File: src/rtl/hazard_pkg.sv
// Shared types and limits for the multi-cycle hazard controller.
//   fwd_sel_e  : operand source select driven onto forward_A / forward_B
//   hz_state_e : controller state (idle, multi-cycle load stall, MUL/DIV wait)
package hazard_pkg;

    typedef enum logic [1:0] {
        FWD_RF  = 2'b00,
        FWD_WB  = 2'b01,
        FWD_MEM = 2'b10
    } fwd_sel_e;

    typedef enum logic [1:0] {
        IDLE      = 2'b00,
        LOAD_WAIT = 2'b01,
        MD_WAIT   = 2'b10
    } hz_state_e;

    localparam int unsigned LOAD_LAT_MAX = 7;
    // Wide enough to hold LOAD_LAT_MAX - 1 remaining load-stall cycles.
    localparam int unsigned LCNT_W = $clog2(LOAD_LAT_MAX + 1);

endpackage

File: src/rtl/sat_counter.sv
// Saturating up-counter used for the hazard performance counters.
//   clk, reset : clock and synchronous active-high reset (clears to 0)
//   inc        : count one event this cycle
//   count      : current value, sticks at all-ones
module sat_counter #(
    parameter int unsigned W = 32
) (
    input  logic         clk,
    input  logic         reset,
    input  logic         inc,
    output logic [W-1:0] count
);

    logic [W-1:0] count_q, count_d;

    always_comb begin
        count_d = count_q;
        if (inc && (count_q != {W{1'b1}})) begin
            count_d = count_q + W'(1);
        end
    end

    always_ff @(posedge clk) begin
        if (reset) begin
            count_q <= '0;
        end else begin
            count_q <= count_d;
        end
    end

    assign count = count_q;

endmodule

File: src/rtl/hazard_ctrl_mc.sv
// Pipeline hazard controller for the 5-stage RV32 core.
//   Inputs : ID/EX source registers, EX destination and instruction class,
//            branch/jump resolution in EX, MEM/WB writeback info, md_done
//            from the multi-cycle MUL/DIV unit.
//   Outputs: forward_A/B operand selects, stall/bubble/flush controls for the
//            pipeline registers, misprediction flag and three saturating
//            event counters (stall, flush, mispredict).
// Controls are combinational from state and inputs; state holds only the
// multi-cycle load stall countdown and the MUL/DIV wait.
module hazard_ctrl_mc
    import hazard_pkg::*;
#(
    parameter int unsigned REG_AW   = 5,
    parameter int unsigned LOAD_LAT = 1,
    parameter int unsigned CNT_W    = 32
) (
    input  logic              clk,
    input  logic              reset,
    input  logic [REG_AW-1:0] rs1_ID,
    input  logic [REG_AW-1:0] rs2_ID,
    input  logic [REG_AW-1:0] rs1_EX,
    input  logic [REG_AW-1:0] rs2_EX,
    input  logic [REG_AW-1:0] rd_EX,
    input  logic              valid_EX,
    input  logic              load_EX,
    input  logic              md_req_EX,
    input  logic              md_done,
    input  logic              branch_EX,
    input  logic              prediction_EX,
    input  logic              btaken_EX,
    input  logic              jal_EX,
    input  logic              jalr_EX,
    input  logic [REG_AW-1:0] rd_MEM,
    input  logic              regwrite_MEM,
    input  logic [REG_AW-1:0] rd_WB,
    input  logic              regwrite_WB,
    output logic [1:0]        forward_A,
    output logic [1:0]        forward_B,
    output logic              stall_IF,
    output logic              stall_ID,
    output logic              stall_EX,
    output logic              bubble_EX,
    output logic              bubble_MEM,
    output logic              flush,
    output logic              misprediction,
    output logic [CNT_W-1:0]  cnt_stall,
    output logic [CNT_W-1:0]  cnt_flush,
    output logic [CNT_W-1:0]  cnt_mispred
);

    if (LOAD_LAT < 1 || LOAD_LAT > LOAD_LAT_MAX) begin : g_bad_load_lat
        $error("LOAD_LAT must be in 1..LOAD_LAT_MAX");
    end

    hz_state_e         state_q, state_d;
    logic [LCNT_W-1:0] cnt_q, cnt_d;

    logic mispred, flush_req, luse;
    logic stall_fe, stall_ex, bub_ex, bub_mem, flush_o;

    // MEM wins over WB since it carries the younger write to the same register.
    function automatic fwd_sel_e fwd_for(input logic [REG_AW-1:0] rs);
        if (regwrite_MEM && (rd_MEM != '0) && (rd_MEM == rs)) return FWD_MEM;
        if (regwrite_WB && (rd_WB != '0) && (rd_WB == rs)) return FWD_WB;
        return FWD_RF;
    endfunction

    assign forward_A = fwd_for(rs1_EX);
    assign forward_B = fwd_for(rs2_EX);

    assign mispred   = valid_EX && branch_EX && (prediction_EX != btaken_EX);
    assign flush_req = valid_EX && (mispred || jal_EX || jalr_EX);
    assign luse      = valid_EX && load_EX && (rd_EX != '0) &&
                       ((rd_EX == rs1_ID) || (rd_EX == rs2_ID));

    always_comb begin
        state_d  = state_q;
        cnt_d    = cnt_q;
        stall_fe = 1'b0;
        stall_ex = 1'b0;
        bub_ex   = 1'b0;
        bub_mem  = 1'b0;
        flush_o  = 1'b0;
        if (!reset) begin
            case (state_q)
                IDLE: begin
                    // Flush first: whatever sits in ID is wrong-path anyway.
                    if (flush_req) begin
                        flush_o = 1'b1;
                    end else if (md_req_EX && !md_done) begin
                        stall_fe = 1'b1;
                        stall_ex = 1'b1;
                        bub_mem  = 1'b1;
                        state_d  = MD_WAIT;
                    end else if (luse) begin
                        stall_fe = 1'b1;
                        bub_ex   = 1'b1;
                        if (LOAD_LAT > 1) begin
                            cnt_d   = LCNT_W'(LOAD_LAT - 1);
                            state_d = LOAD_WAIT;
                        end
                    end
                end
                LOAD_WAIT: begin
                    // EX holds a bubble here, so flush_req cannot be genuine.
                    stall_fe = 1'b1;
                    bub_ex   = 1'b1;
                    cnt_d    = cnt_q - LCNT_W'(1);
                    if (cnt_q == LCNT_W'(1)) begin
                        state_d = IDLE;
                    end
                end
                MD_WAIT: begin
                    if (!md_done) begin
                        stall_fe = 1'b1;
                        stall_ex = 1'b1;
                        bub_mem  = 1'b1;
                    end else begin
                        state_d = IDLE;
                    end
                end
                default: state_d = IDLE;
            endcase
        end
    end

    always_ff @(posedge clk) begin
        if (reset) begin
            state_q <= IDLE;
            cnt_q   <= '0;
        end else begin
            state_q <= state_d;
            cnt_q   <= cnt_d;
        end
    end

    assign stall_IF      = stall_fe;
    assign stall_ID      = stall_fe;
    assign stall_EX      = stall_ex;
    assign bubble_EX     = bub_ex;
    assign bubble_MEM    = bub_mem;
    assign flush         = flush_o;
    assign misprediction = mispred && !reset;

    sat_counter #(.W(CNT_W)) u_cnt_stall (
        .clk   (clk),
        .reset (reset),
        .inc   (stall_fe),
        .count (cnt_stall)
    );

    sat_counter #(.W(CNT_W)) u_cnt_flush (
        .clk   (clk),
        .reset (reset),
        .inc   (flush_o),
        .count (cnt_flush)
    );

    sat_counter #(.W(CNT_W)) u_cnt_mispred (
        .clk   (clk),
        .reset (reset),
        .inc   (misprediction),
        .count (cnt_mispred)
    );

endmodule

File: config.mk
export PLATFORM = sky130hd
export DESIGN_NAME = hazard_ctrl_mc
export DESIGN_NICKNAME = d
export VERILOG_FILES = /design/src/rtl/hazard_pkg.sv /design/src/rtl/sat_counter.sv /design/src/rtl/hazard_ctrl_mc.sv
export SDC_FILE = /design/constraint.sdc
export NUM_CORES = 1
export LEC_CHECK = 0
export BUFFER_PORTS_ARGS = -buffer_cell sky130_fd_sc_hd__buf_2
export CAP_MARGIN = 20
export CORE_MARGIN = 2
export CORE_UTILIZATION = 54
export CTS_BUF_LIST = sky130_fd_sc_hd__clkbuf_4 sky130_fd_sc_hd__clkbuf_8
export CTS_CLUSTER_DIAMETER = 120
export DETAILED_ROUTE_END_ITERATION = 10
export GPL_TIMING_DRIVEN = 0
export PLACE_DENSITY = 0.82
export SKIP_LAST_GASP = 1
export SYNTH_ARGS = -nofsm -noshare
export SYNTH_HDL_FRONTEND = slang
export SYNTH_SLANG_ARGS = --single-unit
File: constraint.sdc
create_clock -name clk -period 3.36 [get_ports clk]
set_clock_uncertainty 0.2 [all_clocks]
set_input_delay 0.504 -clock clk [delete_from_list [all_inputs] [get_ports clk]]
set_output_delay 0.504 -clock clk [all_outputs]
set_load 0.005 [all_outputs]
Word-level counts from Yosys, hierarchy flattened
Cells that the tools add are included.
W data, S select, Z words.
{ "classes": {"n_eq_ne": 17, "mux": 36, "add_sub_neg": 4, "n_reduce_logical": 27} }
{ "ops": {"columns": ["cell", "n"], "rows": [
  ["$add A32 B1 Y32 const B", 3],
  ["$ne A32 B32 Y1 const B", 3],
  ["$eq A5 B5 Y1", 6],
  ["$mux W2", 12],
  ["$mux W1", 20],
  ["$logic_and A1 B1 Y1", 17],
  ["$reduce_bool A5 Y1", 3],
  ["$ne A2 B2 Y1 const B", 4],
  ["$pmux W2 S3", 1],
  ["$pmux W1 S2", 2],
  ["$reduce_and A4 Y1", 1],
  ["$eq A3 B1 Y1 const B", 1],
  ["$logic_or A1 B1 Y1", 3],
  ["$pmux W1 S3", 1],
  ["$sub A3 B1 Y3 const B", 1],
  ["$eq A2 B1 Y1 const B", 1],
  ["$eq A2 B2 Y1 const B", 1],
  ["$logic_not A1 Y1", 2],
  ["$logic_not A2 Y1", 1],
  ["$ne A1 B1 Y1", 1]
]} }
{ "totals": {"register_bits": 101, "out_inout_bits": 107} }

Depth between registers and ports, before layout
Gate-level depths: netlist (run 1).
{ "depth": {"ltp_word": 9, "ltp_mapped": 9, "mapped_depth_nobuf": 7} }

By module
From an unflattened synthesis (run 1), not the netlist that was laid out.
{ "hier_totals": {"hier_cells": 667, "area_unflattened_um2": 5554.1} }
{ "by_module_without_submodules": {"columns": ["module", "n_inst", "area_each_um2", "cells_per_inst"], "rows": [
  ["sat_counter", 3, 1674.1, 199],
  ["hazard_ctrl_mc", 1, 531.8, 70]
]} }

Least setup slack after synthesis (run 1)
OpenSTA, ideal clock, no wires.
{ "synth_path": {"path_type": "input to output", "startpoint": "input rd_EX[0]", "endpoint": "output stall_IF", "setup_slack_ps": 547, "arrival_ps": 2109, "stages": 7, "required_time_ps": 2656, "cell_sequence": "or4_1 > o21a_1 > a31oi_1 > buf_2 > buf_2 > inv_1 > buf_4"} }
{ "synth_between": {"elab_chain_len": 8, "elab_cells_between_ends": 11, "cone_classes": "2 x eq/ne; 5 x mux; 4 x reduce/logical"} }
{ "synth_lines": {"columns": ["item", "line", "text"], "rows": [
  ["from (decl)", "hazard_ctrl_mc.sv:23", "input logic [REG_AW-1:0] rd_EX,"],
  ["$eq A5 B5 Y1 or $reduce_bool A5 Y1 (tied branches)", "hazard_ctrl_mc.sv:74, hazard_ctrl_mc.sv:73", null],
  ["$logic_or A1 B1 Y1 or $logic_and A1 B1 Y1 (tied branches)", "hazard_ctrl_mc.sv:74, hazard_ctrl_mc.sv:73", null],
  ["$logic_and A1 B1 Y1 (*)", "hazard_ctrl_mc.sv:73", "assign luse = valid_EX && load_EX && (rd_EX != '0) &&"],
  ["$mux W1 (*)", "hazard_ctrl_mc.sv:95", "end else if (luse) begin"],
  ["$mux W1 (*)", "hazard_ctrl_mc.sv:90", "end else if (md_req_EX && !md_done) begin"],
  ["$mux W1 (*)", "hazard_ctrl_mc.sv:88", "if (flush_req) begin"],
  ["$pmux W1 S3 (*)", "hazard_ctrl_mc.sv:85", "case (state_q)"],
  ["$mux W1 (*)", "hazard_ctrl_mc.sv:84", "if (!reset) begin"],
  ["to (decl)", "hazard_ctrl_mc.sv:39", "output logic stall_IF,"]
]} }
Every way passes the cells marked *; elsewhere a longest branch is shown, timed or not.

Worst setup path after layout (run 1)
{ "layout_path": {"startpoint": "input btaken_EX", "endpoint": "output stall_IF"} }
{ "layout_between": {"elab_chain_len": 8} }
{ "layout_lines": {"columns": ["item", "line", "text"], "rows": [
  ["from (decl)", "hazard_ctrl_mc.sv:30", "input logic btaken_EX,"],
  ["$ne A1 B1 Y1", "hazard_ctrl_mc.sv:71", "assign mispred = valid_EX && branch_EX && (prediction_EX != btaken_EX);"],
  ["$logic_and A1 B1 Y1", "hazard_ctrl_mc.sv:71", null],
  ["$logic_or A1 B1 Y1 (2 in series)", "hazard_ctrl_mc.sv:72", "assign flush_req = valid_EX && (mispred || jal_EX || jalr_EX);"],
  ["$logic_and A1 B1 Y1", "hazard_ctrl_mc.sv:72", null],
  ["$mux W1", "hazard_ctrl_mc.sv:88", null],
  ["$pmux W1 S3", "hazard_ctrl_mc.sv:85", null],
  ["$mux W1", "hazard_ctrl_mc.sv:84", null]
]} }
Every way passes these cells.

==> results by group, run 1 <==
Floorplanning
  – # IOs: 155
  – Die area: 10,900 um2
  – Core Area: 9770 um2
  – Die height: 104 um
  – Die X-Extent: 104 um
  – Std-Cell Rows: 36
  – Initial Util: 0.555

Layout
  – Area Overhead vs Synth: 22.2%
  – Final #Nets: 870
  – Post-layout util: 0.678
  – Layout cells sized above 1: 0.247
  – Ant. Diodes: 0
  – Fill cell total of the finished layout: 798

Critical path
  – Flop2flop setup slack: 0.55 ns
  – Stages on worst setup path: 10
  – R2R Path Start: u_cnt_stall.count[3]$_SDFFE_PP0P_
  – CP Capture Type: output pin
  – Critical Path Max Stage Delay: 0.54 ns
  – Critical Path, Cell by Cell: buf_2, xor2_1, a2111oi_1, o21ba_2, a31oi_4, clkbuf_4, buf_2, inv_1, buf_4, buf_2
  – Cell family with most CP delay: buffers and inverters
  – Slowest cell on crit path: a2111oi_1
  – Cell mode on critical path: buf_2
  – Worst path arrival time: 2.52 ns
  – Worst setup startpoint: btaken_EX
  – Buf+Inv Stages, Crit Path: 6
  – CP startpoint kind: input port
  – Kind of critical path: in2out
  – Critical Path Fanout Max: 10
  – Worst EP required: 2.66 ns
  – R2R depth: 8

Synthesis
  – Number of flops mapped to enable cells by yosys: 0
  – Yosys reg bits: 97
  – Syn Nets: 705
  – Yosys warning total: 0
  – Ys flop type: dfxtp_1
  – Sequential share of the synthesized area: 0.358
  – Mapped Cells: 654
  – Cell variety after synth: 50
  – Netlist Area Pre-Place: 5420 um2
  – Syn Area/Cell: 8.29 um2
  – Asr flop ratio synth: 0

Detailed routing
  – Iter 0 DRT Violations: 354
  – ANT nets after route: 0
  – Vias: 5,765
  – Detailed Routing Iterations Pass 1: 5
  – WL per Instance: 15.9 um
  – Final WL: 15,200 um
  – DR vias/cell: 6.03
  – DRC: 0

Clock tree
  – Clock Sink Count: 97
  – Cts hold-fix bufs: 0
  – Post-CTS setup buffers: 0
  – H-tree levels: 3
  – Clock insertion delay at the later pin of the skew report: 0.36 ns
  – CTS clk-pin slew, worst paths: 0.10 ns
  – Clock Tree Buf Depth: 2
  – Number of buffers created by CTS: 9
  – CTS root buffer: clkbuf_8
  – CTS tree: yes

Timing
  – Sum of negative setup slack: 0 ns
  – Pins over their slew limit: 0
  – Hold slack: 0.250 ns
  – RSZ-0062 raised after global routing: false
  – Post-layout min period: 3.22 ns
  – Final hold violation count: 0
  – Worst-margin pin slew: 0.864 ns
  – Final setup viols: 0
  – Period utilisation layout: 0.959
  – F_max: 0.310 GHz
  – Rel. slew slack: 0.419

Global routing
  – Largest net degree at the start of global routing: 17
  – Total GRT Usage: 0.275
  – GRT overflow: 0
  – First-pass GRT wire length: 25,400 um
  – Initial antenna violation count: 0
  – Vias in the first global route: 5,384

Pwr
  – Peak supply drop: 0.273 mV
  – Overall Power: 2.24 mW
  – Power per standard cell area: 338 nW/um2
  – Leakage: 2.61 nW

Hold path
  – Hold Crit Class: in2reg
  – Min-delay src: md_done
  – Hold depth: 3

Outcome
  – Outcome: completed

Placed design
  – IO buf count: 154
  – Post-DP HPWL: 11,500 um
  – Routability cong.: 0.939

Run
  – Maxcap violations: 0
[area by class of cell]
type,count,area (um2),share of cell area
clock buffer,9,124,0.0187
buffer,36,164,0.0247
sequential,97,1940,0.293
timing repair buffer,154,771,0.116
tap,133,166,0.0251
clock inverter,6,115,0.0174
multi-input combinational,508,3290,0.497
inverter,13,48.8,0.00737
[Yosys cell counts, types with 2 or more instances]
master	n	area, um2
o21ai_0	18	90.1
nor2_1	62	233
buf_4	3	22.5
mux2i_1	2	20.0
xor2_1	32	280
nor2b_1	9	56.3
buf_2	6	30.0
mux2_1	2	22.5
o311ai_0	5	43.8
ha_1	3	37.5
o41ai_1	2	17.5
a31o_2	3	26.3
and2_1	8	50.1
inv_1	12	45.0
a211oi_1	2	15.0
nand2_1	35	131
and3_1	15	93.8
nand4_1	44	275
nor3_1	13	65.1
and4_1	14	123
nor4_1	18	113
mux2_2	6	67.6
o221a_2	2	22.5
nand3_1	46	230
a21oi_1	37	185
or3_1	18	113
xnor2_1	43	377
a2111oi_2	4	60.1
o31ai_1	19	143
nand2b_1	2	12.5
or4_1	27	203
dfxtp_1	97	1940
nor4b_1	2	17.5
a31oi_1	2	12.5
clkbuf_1	26	97.6
[report_power, final]
part           switching (mW)  internal (mW)  total [mW]  leakage (nW)
Sequential            0.00644           1.15        1.16         0.781
Clock                   0.424          0.495       0.919         0.116
Combinational          0.0968         0.0660       0.163          1.71
[final timing paths]
path                                              to
setup / recovery                            stall_IF
hold reg to reg   u_cnt_stall.count[25]$_SDFFE_PP0P_
setup reg to reg   u_cnt_stall.count[1]$_SDFFE_PP0P_
hold / removal               state_q[1]$_SDFFE_PP0P_
[per-stage QoR]
stage | instances | setup WS (ns) | area [um2]
after floorplan | 654 | 0.547 | 5420
after global placement | 941 | -0.0446 | 6360
after detailed placement | 941 | -0.0525 | 6360
after CTS | 956 | 0.0553 | 6610
after global routing | 956 | 0.00385 | 6630
final | 956 | 0.138 | 6630
[sequential cells by signal, indices dropped and copies added (netlist names)]
| register | flops |
|---|---|
| u_cnt_flush.count | 32 |
| state_q | 1 |
| u_cnt_mispred.count | 32 |
| u_cnt_stall.count | 32 |
[per-layer routing]
metal  global-route usage  vias to the layer above  part of all wire
met5                    0                        -                 0
met4               0.0888                        0             0.016
met3               0.0551                       28             0.084
met2                0.458                      282              0.49
met1                0.358                     2707              0.41
li1                     -                     2748                 -
[cells in the final DEF (no fill, tap or decap), drive strengths merged, types with 4 or more instances in the layout]
cell / Yosys / layout
nor4: 19 / 19
a2111oi: 5 / 5
xor2: 32 / 32
o21ai: 18 / 18
nor2b: 9 / 9
o311ai: 5 / 5
and3: 15 / 15
and2: 8 / 8
nor2: 62 / 62
a211oi: 4 / 4
o31ai: 19 / 19
clkbuf: 26 / 36
nand2: 35 / 35
nor3: 14 / 14
nand4: 44 / 44
inv: 13 / 14
or4: 27 / 27
xnor2: 43 / 43
buf: 10 / 163
a21oi: 37 / 37
and4: 15 / 15
nand3: 46 / 46
mux2: 8 / 8
dfxtp: 97 / 97
or3: 18 / 18
[timing repair]
| item | 4_1_cts | 5_1_grt |
|---|---|---|
| endpoints found under the setup margin | 1 | 1 |
| gates resized for setup | 1 | 4 |
| pin swaps | 0 | 0 |
[worst min-delay path, cell delays in order]
cell     delay [ns]
buf_2          0.11
nor2_1         0.05
o221a_2        0.11
[kinds of logic (layout without fill, tap and decap cells)]
kind of cell,count (synthesis),in the layout,share of synthesized area
XOR/XNOR,75,75,0.121
AND/OR/NAND/NOR,319,319,0.328
flip-flops,97,97,0.358
buffers and inverters,49,218,0.0388
AO/OA/AOI/OAI,101,101,0.127
adder cells (fa/ha/maj),3,3,0.00692
multiplexers,10,10,0.0203
Note: power is estimated with default switching activity, not from simulation.
==> run 2: changes to the inputs <==
--- a/config.mk
+++ b/config.mk
@@ -5,7 +5,7 @@
 export SDC_FILE = /design/constraint.sdc
 export NUM_CORES = 1
 export LEC_CHECK = 0
-export BUFFER_PORTS_ARGS = -buffer_cell sky130_fd_sc_hd__buf_2
+export BUFFER_PORTS_ARGS = -buffer_cell sky130_fd_sc_hd__clkbuf_2
 export CAP_MARGIN = 20
 export CORE_MARGIN = 2
 export CORE_UTILIZATION = 54
==> run 2 against run 1 <==
  * Via count is 0.75% lower
  * Clock power is 6.6% lower
  * Critical endpoint unchanged
  * Critical path type unchanged
  * Largest cell class unchanged
  * Combinational power hardly changed
==> results by group, run 2 (synthesized netlist as in run 1, its figures left out) <==
Clock tree
  – Post-CTS Resized: 1
  – CTS root buffer: clkbuf_8
  – H-tree levels: 3
  – Post-CTS setup buffers: 0
  – Clock Sink Count: 97
  – Clock insertion delay at the later pin of the skew report: 0.37 ns
  – CTS clk-pin slew, worst paths: 0.09 ns
  – Cts hold-fix bufs: 0
  – CTS tree: yes
  – Clock Tree Buf Depth: 2
  – Number of buffers created by CTS: 9

Floorplanning
  – Initial Util: 0.555
  – Die height: 104 um
  – Die area: 10,900 um2
  – Die X-Extent: 104 um
  – Core Area: 9770 um2
  – # IOs: 155
  – Std-Cell Rows: 36

Global routing
  – First-pass GRT wire length: 25,200 um
  – Vias in the first global route: 5,404
  – Most Crowded Layer GR: met2
  – Routing usage on met1: 0.344
  – Largest net degree at the start of global routing: 17
  – Initial antenna violation count: 0
  – GR Layer Usage met3: 0.0614
  – GRT overflow: 0
  – Total GRT Usage: 0.277
  – Met2 Use GR: 0.476

Detailed routing
  – Final WL: 15,200 um
  – DR vias/cell: 5.98
  – WL per Instance: 15.9 um
  – Detailed Routing Iterations Pass 1: 5
  – ANT nets after route: 0
  – Iter 0 DRT Violations: 336
  – DRC: 0
  – Vias: 5,722

Timing
  – Final hold violation count: 0
  – Rel. slew slack: 0.426
  – Sum of negative setup slack: 0 ns
  – Post-layout min period: 3.24 ns
  – Final setup viols: 0
  – Pins over their slew limit: 0
  – Period utilisation layout: 0.963
  – F_max: 0.309 GHz
  – RSZ-0062 raised after global routing: false
  – Worst-margin pin slew: 0.855 ns
  – Hold slack: 0.255 ns

Pwr
  – Seq pwr share: 0.532
  – Leakage: 2.52 nW
  – Int Pwr: 1.66 mW
  – Peak supply drop: 0.184 mV
  – Clk network pwr share: 0.394
  – Power per standard cell area: 330 nW/um2
  – Switching Fraction: 0.238
  – Psw: 518 uW
  – Gate power share: 0.074

Critical path
  – Worst setup startpoint: btaken_EX
  – Kind of critical path: in2out
  – R2R Path Start: u_cnt_stall.count[3]$_SDFFE_PP0P_
  – Flop2flop setup slack: 0.53 ns
  – Worst EP required: 2.66 ns
  – CP startpoint kind: input port
  – Worst Setup EP: stall_IF
  – Critical Path Fanout Max: 10
  – R2R depth: 8
  – Worst path arrival time: 2.53 ns
  – FF-to-FF End: u_cnt_stall.count[0]$_SDFFE_PP0P_
  – CP Capture Type: output pin

Layout
  – Ant. Diodes: 0
  – Fill cell total of the finished layout: 813
  – Most frequent cells in the layout: 154 x clkbuf_2, 97 x dfxtp_1, 62 x nor2_1, 46 x nand3_1, 44 x nand4_1
  – Commonest non-fill, non-tap cell in the layout: clkbuf_2
  – Final #Nets: 870
  – Layout cells sized above 1: 0.248
  – Post-layout util: 0.676
  – Area Overhead vs Synth: 21.8%

Run
  – Maxcap violations: 0

Hold path
  – Min-delay src: md_req_EX
  – Hold Crit Class: in2reg

Placed design
  – Post-DP HPWL: 11,500 um
  – Routability cong.: 0.918
  – IO buf count: 154

Outcome
  – Outcome: completed
==> run 2: cell types whose count changed in the layout (fill, tap and decap cells not counted), sizes merged <==
cell | previous run | this run
bufinv | 3 | 2
buf | 163 | 9
clkbuf | 36 | 191
clkinv | 1 | 2
==> run 2: layer usage <==
layer  vias up  routed length, um
met2       254               7520
met3        20               1170
met5         -                  0
met4         0                194
li1       2770                  -
met1      2678               6290
==> run 2: how the worst min path moves through the flow <==
stage | end | cells after the start
2_1_floorplan | u_cnt_stall.count[25]$_SDFFE_PP0P_ | 2
3_3_place_gp | u_cnt_flush.count[27]$_SDFFE_PP0P_ | 2
3_5_place_dp | u_cnt_stall.count[30]$_SDFFE_PP0P_ | 2
4_1_cts | state_q[1]$_SDFFE_PP0P_ | 2
5_1_grt | state_q[1]$_SDFFE_PP0P_ | 2
6_report | state_q[1]$_SDFFE_PP0P_ | 2
==> run 2: power by group through the flow <==
stage	Sequential [mW]	Combinational (mW)	Clock, mW
6_report	1.16	0.161	0.858
5_1_grt	1.16	0.177	0.925
4_1_cts	1.16	0.159	0.872
3_5_place_dp	1.19	0.157	0
3_3_place_gp	1.19	0.151	0
2_1_floorplan	1.18	0.0824	0
==> run 2: final cells by class <==
type / instances / area (um2) / area share
clock buffer: 10 / 138 / 0.0208
buffer: 36 / 164 / 0.0248
multi-input combinational: 508 / 3290 / 0.498
tap: 133 / 166 / 0.0252
clock inverter: 6 / 90.1 / 0.0136
sequential: 97 / 1940 / 0.294
inverter: 13 / 48.8 / 0.00739
timing repair buffer: 154 / 771 / 0.117
==> run 2: worst max-delay path: stages <==
cell and delay, ns:
clkbuf_2 0.08, xor2_1 0.19, a211oi_2 0.49, o221a_2 0.35, a31oi_4 0.06, clkbuf_4 0.22
buf_2 0.19, inv_1 0.18, buf_4 0.14, clkbuf_2 0.10
==> run 2: metrics by stage <==
| stage | cells | cell area [um2] | setup slack [ns] | power (mW) |
|---|---|---|---|---|
| final | 957 | 6610 | 0.125 | 2.18 |
| after CTS | 957 | 6590 | 0.0656 | 2.19 |
| after floorplan | 654 | 5420 | 0.547 | 1.27 |
| after global routing | 957 | 6610 | 0.0585 | 2.26 |
| after global placement | 941 | 6360 | -0.0526 | 1.34 |
| after detailed placement | 941 | 6360 | -0.0403 | 1.34 |
==> run 3: changes to the inputs <==
--- a/config.mk
+++ b/config.mk
@@ -7,12 +7,12 @@
 export LEC_CHECK = 0
 export BUFFER_PORTS_ARGS = -buffer_cell sky130_fd_sc_hd__clkbuf_2
 export CAP_MARGIN = 20
-export CORE_MARGIN = 2
 export CORE_UTILIZATION = 54
 export CTS_BUF_LIST = sky130_fd_sc_hd__clkbuf_4 sky130_fd_sc_hd__clkbuf_8
 export CTS_CLUSTER_DIAMETER = 120
 export DETAILED_ROUTE_END_ITERATION = 10
 export GPL_TIMING_DRIVEN = 0
+export HOLD_SLACK_MARGIN = 0.06
 export PLACE_DENSITY = 0.82
 export SKIP_LAST_GASP = 1
 export SYNTH_ARGS = -nofsm -noshare
==> constraint.sdc (replaced) <==
create_clock -name clk -period 3.63 [get_ports clk]
set_clock_uncertainty 0.2 [all_clocks]
set_input_delay 0.5445 -clock clk [delete_from_list [all_inputs] [get_ports clk]]
set_output_delay 0.5445 -clock clk [all_outputs]
set_load 0.005 [all_outputs]
==> run 3 against run 2 <==
  * Clock power shrank 16%
  * Final area is 0.78% lower
  * Non-clock buffer count stayed put
  * Core utilization is 0.52 points lower
  * Combinational power fell by 9%
  * Via count grew 0.89%
  * Highest routed layer unchanged
  * Power is 11% lower
==> results by group, run 3 (synthesized netlist as in run 1, its figures left out) <==
Outcome
  – Outcome: completed

Detailed routing
  – Iter 0 DRT Violations: 237
  – DR vias/cell: 6.03
  – Detailed Routing Iterations Pass 1: 5
  – Vias: 5,773
  – Final WL: 15,200 um
  – ANT nets after route: 0
  – DRC: 0
  – WL per Instance: 15.8 um

Clock tree
  – CTS root buffer: clkbuf_8
  – H-tree levels: 3
  – CTS clk-pin slew, worst paths: 0.09 ns
  – Clock insertion delay at the later pin of the skew report: 0.37 ns
  – Post-CTS Resized: 0
  – CTS tree: yes
  – Post-CTS setup buffers: 0
  – Clock Tree Buf Depth: 2
  – Cts hold-fix bufs: 0
  – Clock Sink Count: 97
  – Number of buffers created by CTS: 9

Critical path
  – R2R Path Start: u_cnt_stall.count[3]$_SDFFE_PP0P_
  – Worst path arrival time: 2.73 ns
  – CP startpoint kind: input port
  – Worst EP required: 2.89 ns
  – Critical Path Fanout Max: 10
  – FF-to-FF End: u_cnt_stall.count[0]$_SDFFE_PP0P_
  – Worst setup startpoint: rd_EX[0]
  – CP Capture Type: output pin
  – Flop2flop setup slack: 0.86 ns
  – Kind of critical path: in2out
  – R2R depth: 8

Timing
  – Rel. slew slack: 0.437
  – Period utilisation layout: 0.959
  – F_max: 0.287 GHz
  – RSZ-0062 raised after global routing: false
  – Final hold violation count: 0
  – Final setup viols: 0
  – Post-layout min period: 3.48 ns
  – Pins over their slew limit: 0
  – Worst-margin pin slew: 0.839 ns
  – Sum of negative setup slack: 0 ns
  – Final setup margin: 0.151 ns

Pwr
  – Seq pwr share: 0.554
  – Leakage: 2.49 nW
  – Peak supply drop: 0.181 mV
  – Int Pwr: 1.44 mW
  – Psw: 493 uW
  – Gate power share: 0.076
  – Switching Fraction: 0.254
  – Power per standard cell area: 295 nW/um2
  – Clk network pwr share: 0.370

Floorplanning
  – Die X-Extent: 102 um
  – Std-Cell Rows: 36
  – Initial Util: 0.555
  – # IOs: 155
  – Die height: 102 um
  – Core Area: 9770 um2
  – Die area: 10,400 um2

Layout
  – Post-layout util: 0.671
  – Design area: 6560 um2
  – Fill cell total of the finished layout: 822
  – Footprint of the multi-input gates: 3270 um2
  – Layout cells sized above 1: 0.246
  – Commonest non-fill, non-tap cell in the layout: clkbuf_2
  – Ant. Diodes: 0
  – Area Overhead vs Synth: 20.9%
  – Sequential cell area: 1940 um2
  – Most frequent cells in the layout: 154 x clkbuf_2, 97 x dfxtp_1, 62 x nor2_1, 46 x nand3_1, 44 x nand4_1
  – Final non-filler cell total: 957
  – Final #Nets: 870

Hold path
  – Hold Crit Endpoint: state_q[1]$_SDFFE_PP0P_
  – Hold depth: 2
  – Min-delay src: md_req_EX
  – Hold Crit Class: in2reg

Global routing
  – Vias in the first global route: 5,250
  – Largest net degree at the start of global routing: 17
  – GRT overflow: 0
  – First-pass GRT wire length: 24,300 um
  – Initial antenna violation count: 0
  – Total GRT Usage: 0.293

Placed design
  – Post-DP HPWL: 11,500 um
  – Pre-CTS WS: 0.210 ns
  – IO buf count: 154
  – Placed Cells: 941
  – Routability cong.: 0.892
  – Post-Place Cell Area: 6360 um2

Run
  – Maxcap violations: 0
## run 3: cell type report
cell class | instances | share of cell area
Clock inverter | 7 | 0.0109
Multi-Input combinational cell | 508 | 0.499
Tap cell | 133 | 0.0254
Timing Repair Buffer | 154 | 0.118
Inverter | 13 | 0.00744
Buffer | 36 | 0.0246
Sequential cell | 97 | 0.296
Clock buffer | 9 | 0.0189
## run 3: how the worst max path moves through the flow
stage / depth (start not counted) / slack, ns / to
floorplan: 7 / 0.74 / stall_IF
global placement: 10 / 0.23 / stall_IF
detailed placement: 10 / 0.21 / stall_IF
CTS: 10 / 0.20 / stall_IF
global route: 10 / 0.05 / stall_IF
finish: 9 / 0.15 / stall_IF
## run 3: critical path, cell delays in order
cell	delay, ns
clkbuf_2	0.11
or4_1	0.54
o21a_1	0.20
a31oi_1	0.42
buf_2	0.30
buf_2	0.24
inv_1	0.12
buf_4	0.14
clkbuf_2	0.10
## run 3: power by group through the flow
stage | logic (mW) | registers, mW | clock network, mW
3_5_place_dp | 0.145 | 1.10 | 0
4_1_cts | 0.145 | 1.07 | 0.724
2_1_floorplan | 0.0763 | 1.10 | 0
5_1_grt | 0.161 | 1.07 | 0.776
3_3_place_gp | 0.139 | 1.10 | 0
6_report | 0.147 | 1.07 | 0.717
## run 3: routing by layer
layer | vias up | global-route usage | share of wire
met5 | - | 0 | 0
met4 | 0 | 0.127 | 0.024
met3 | 35 | 0.0602 | 0.073
met2 | 254 | 0.482 | 0.49
met1 | 2732 | 0.371 | 0.42
li1 | 2752 | - | -
## run 3: metrics by stage
step	power (mW)	hold WS [ns]
5_1_grt	2.01	0.286
3_5_place_dp	1.24	0.300
3_3_place_gp	1.24	0.279
6_report	1.94	0.299
2_1_floorplan	1.17	0.277
4_1_cts	1.94	0.285
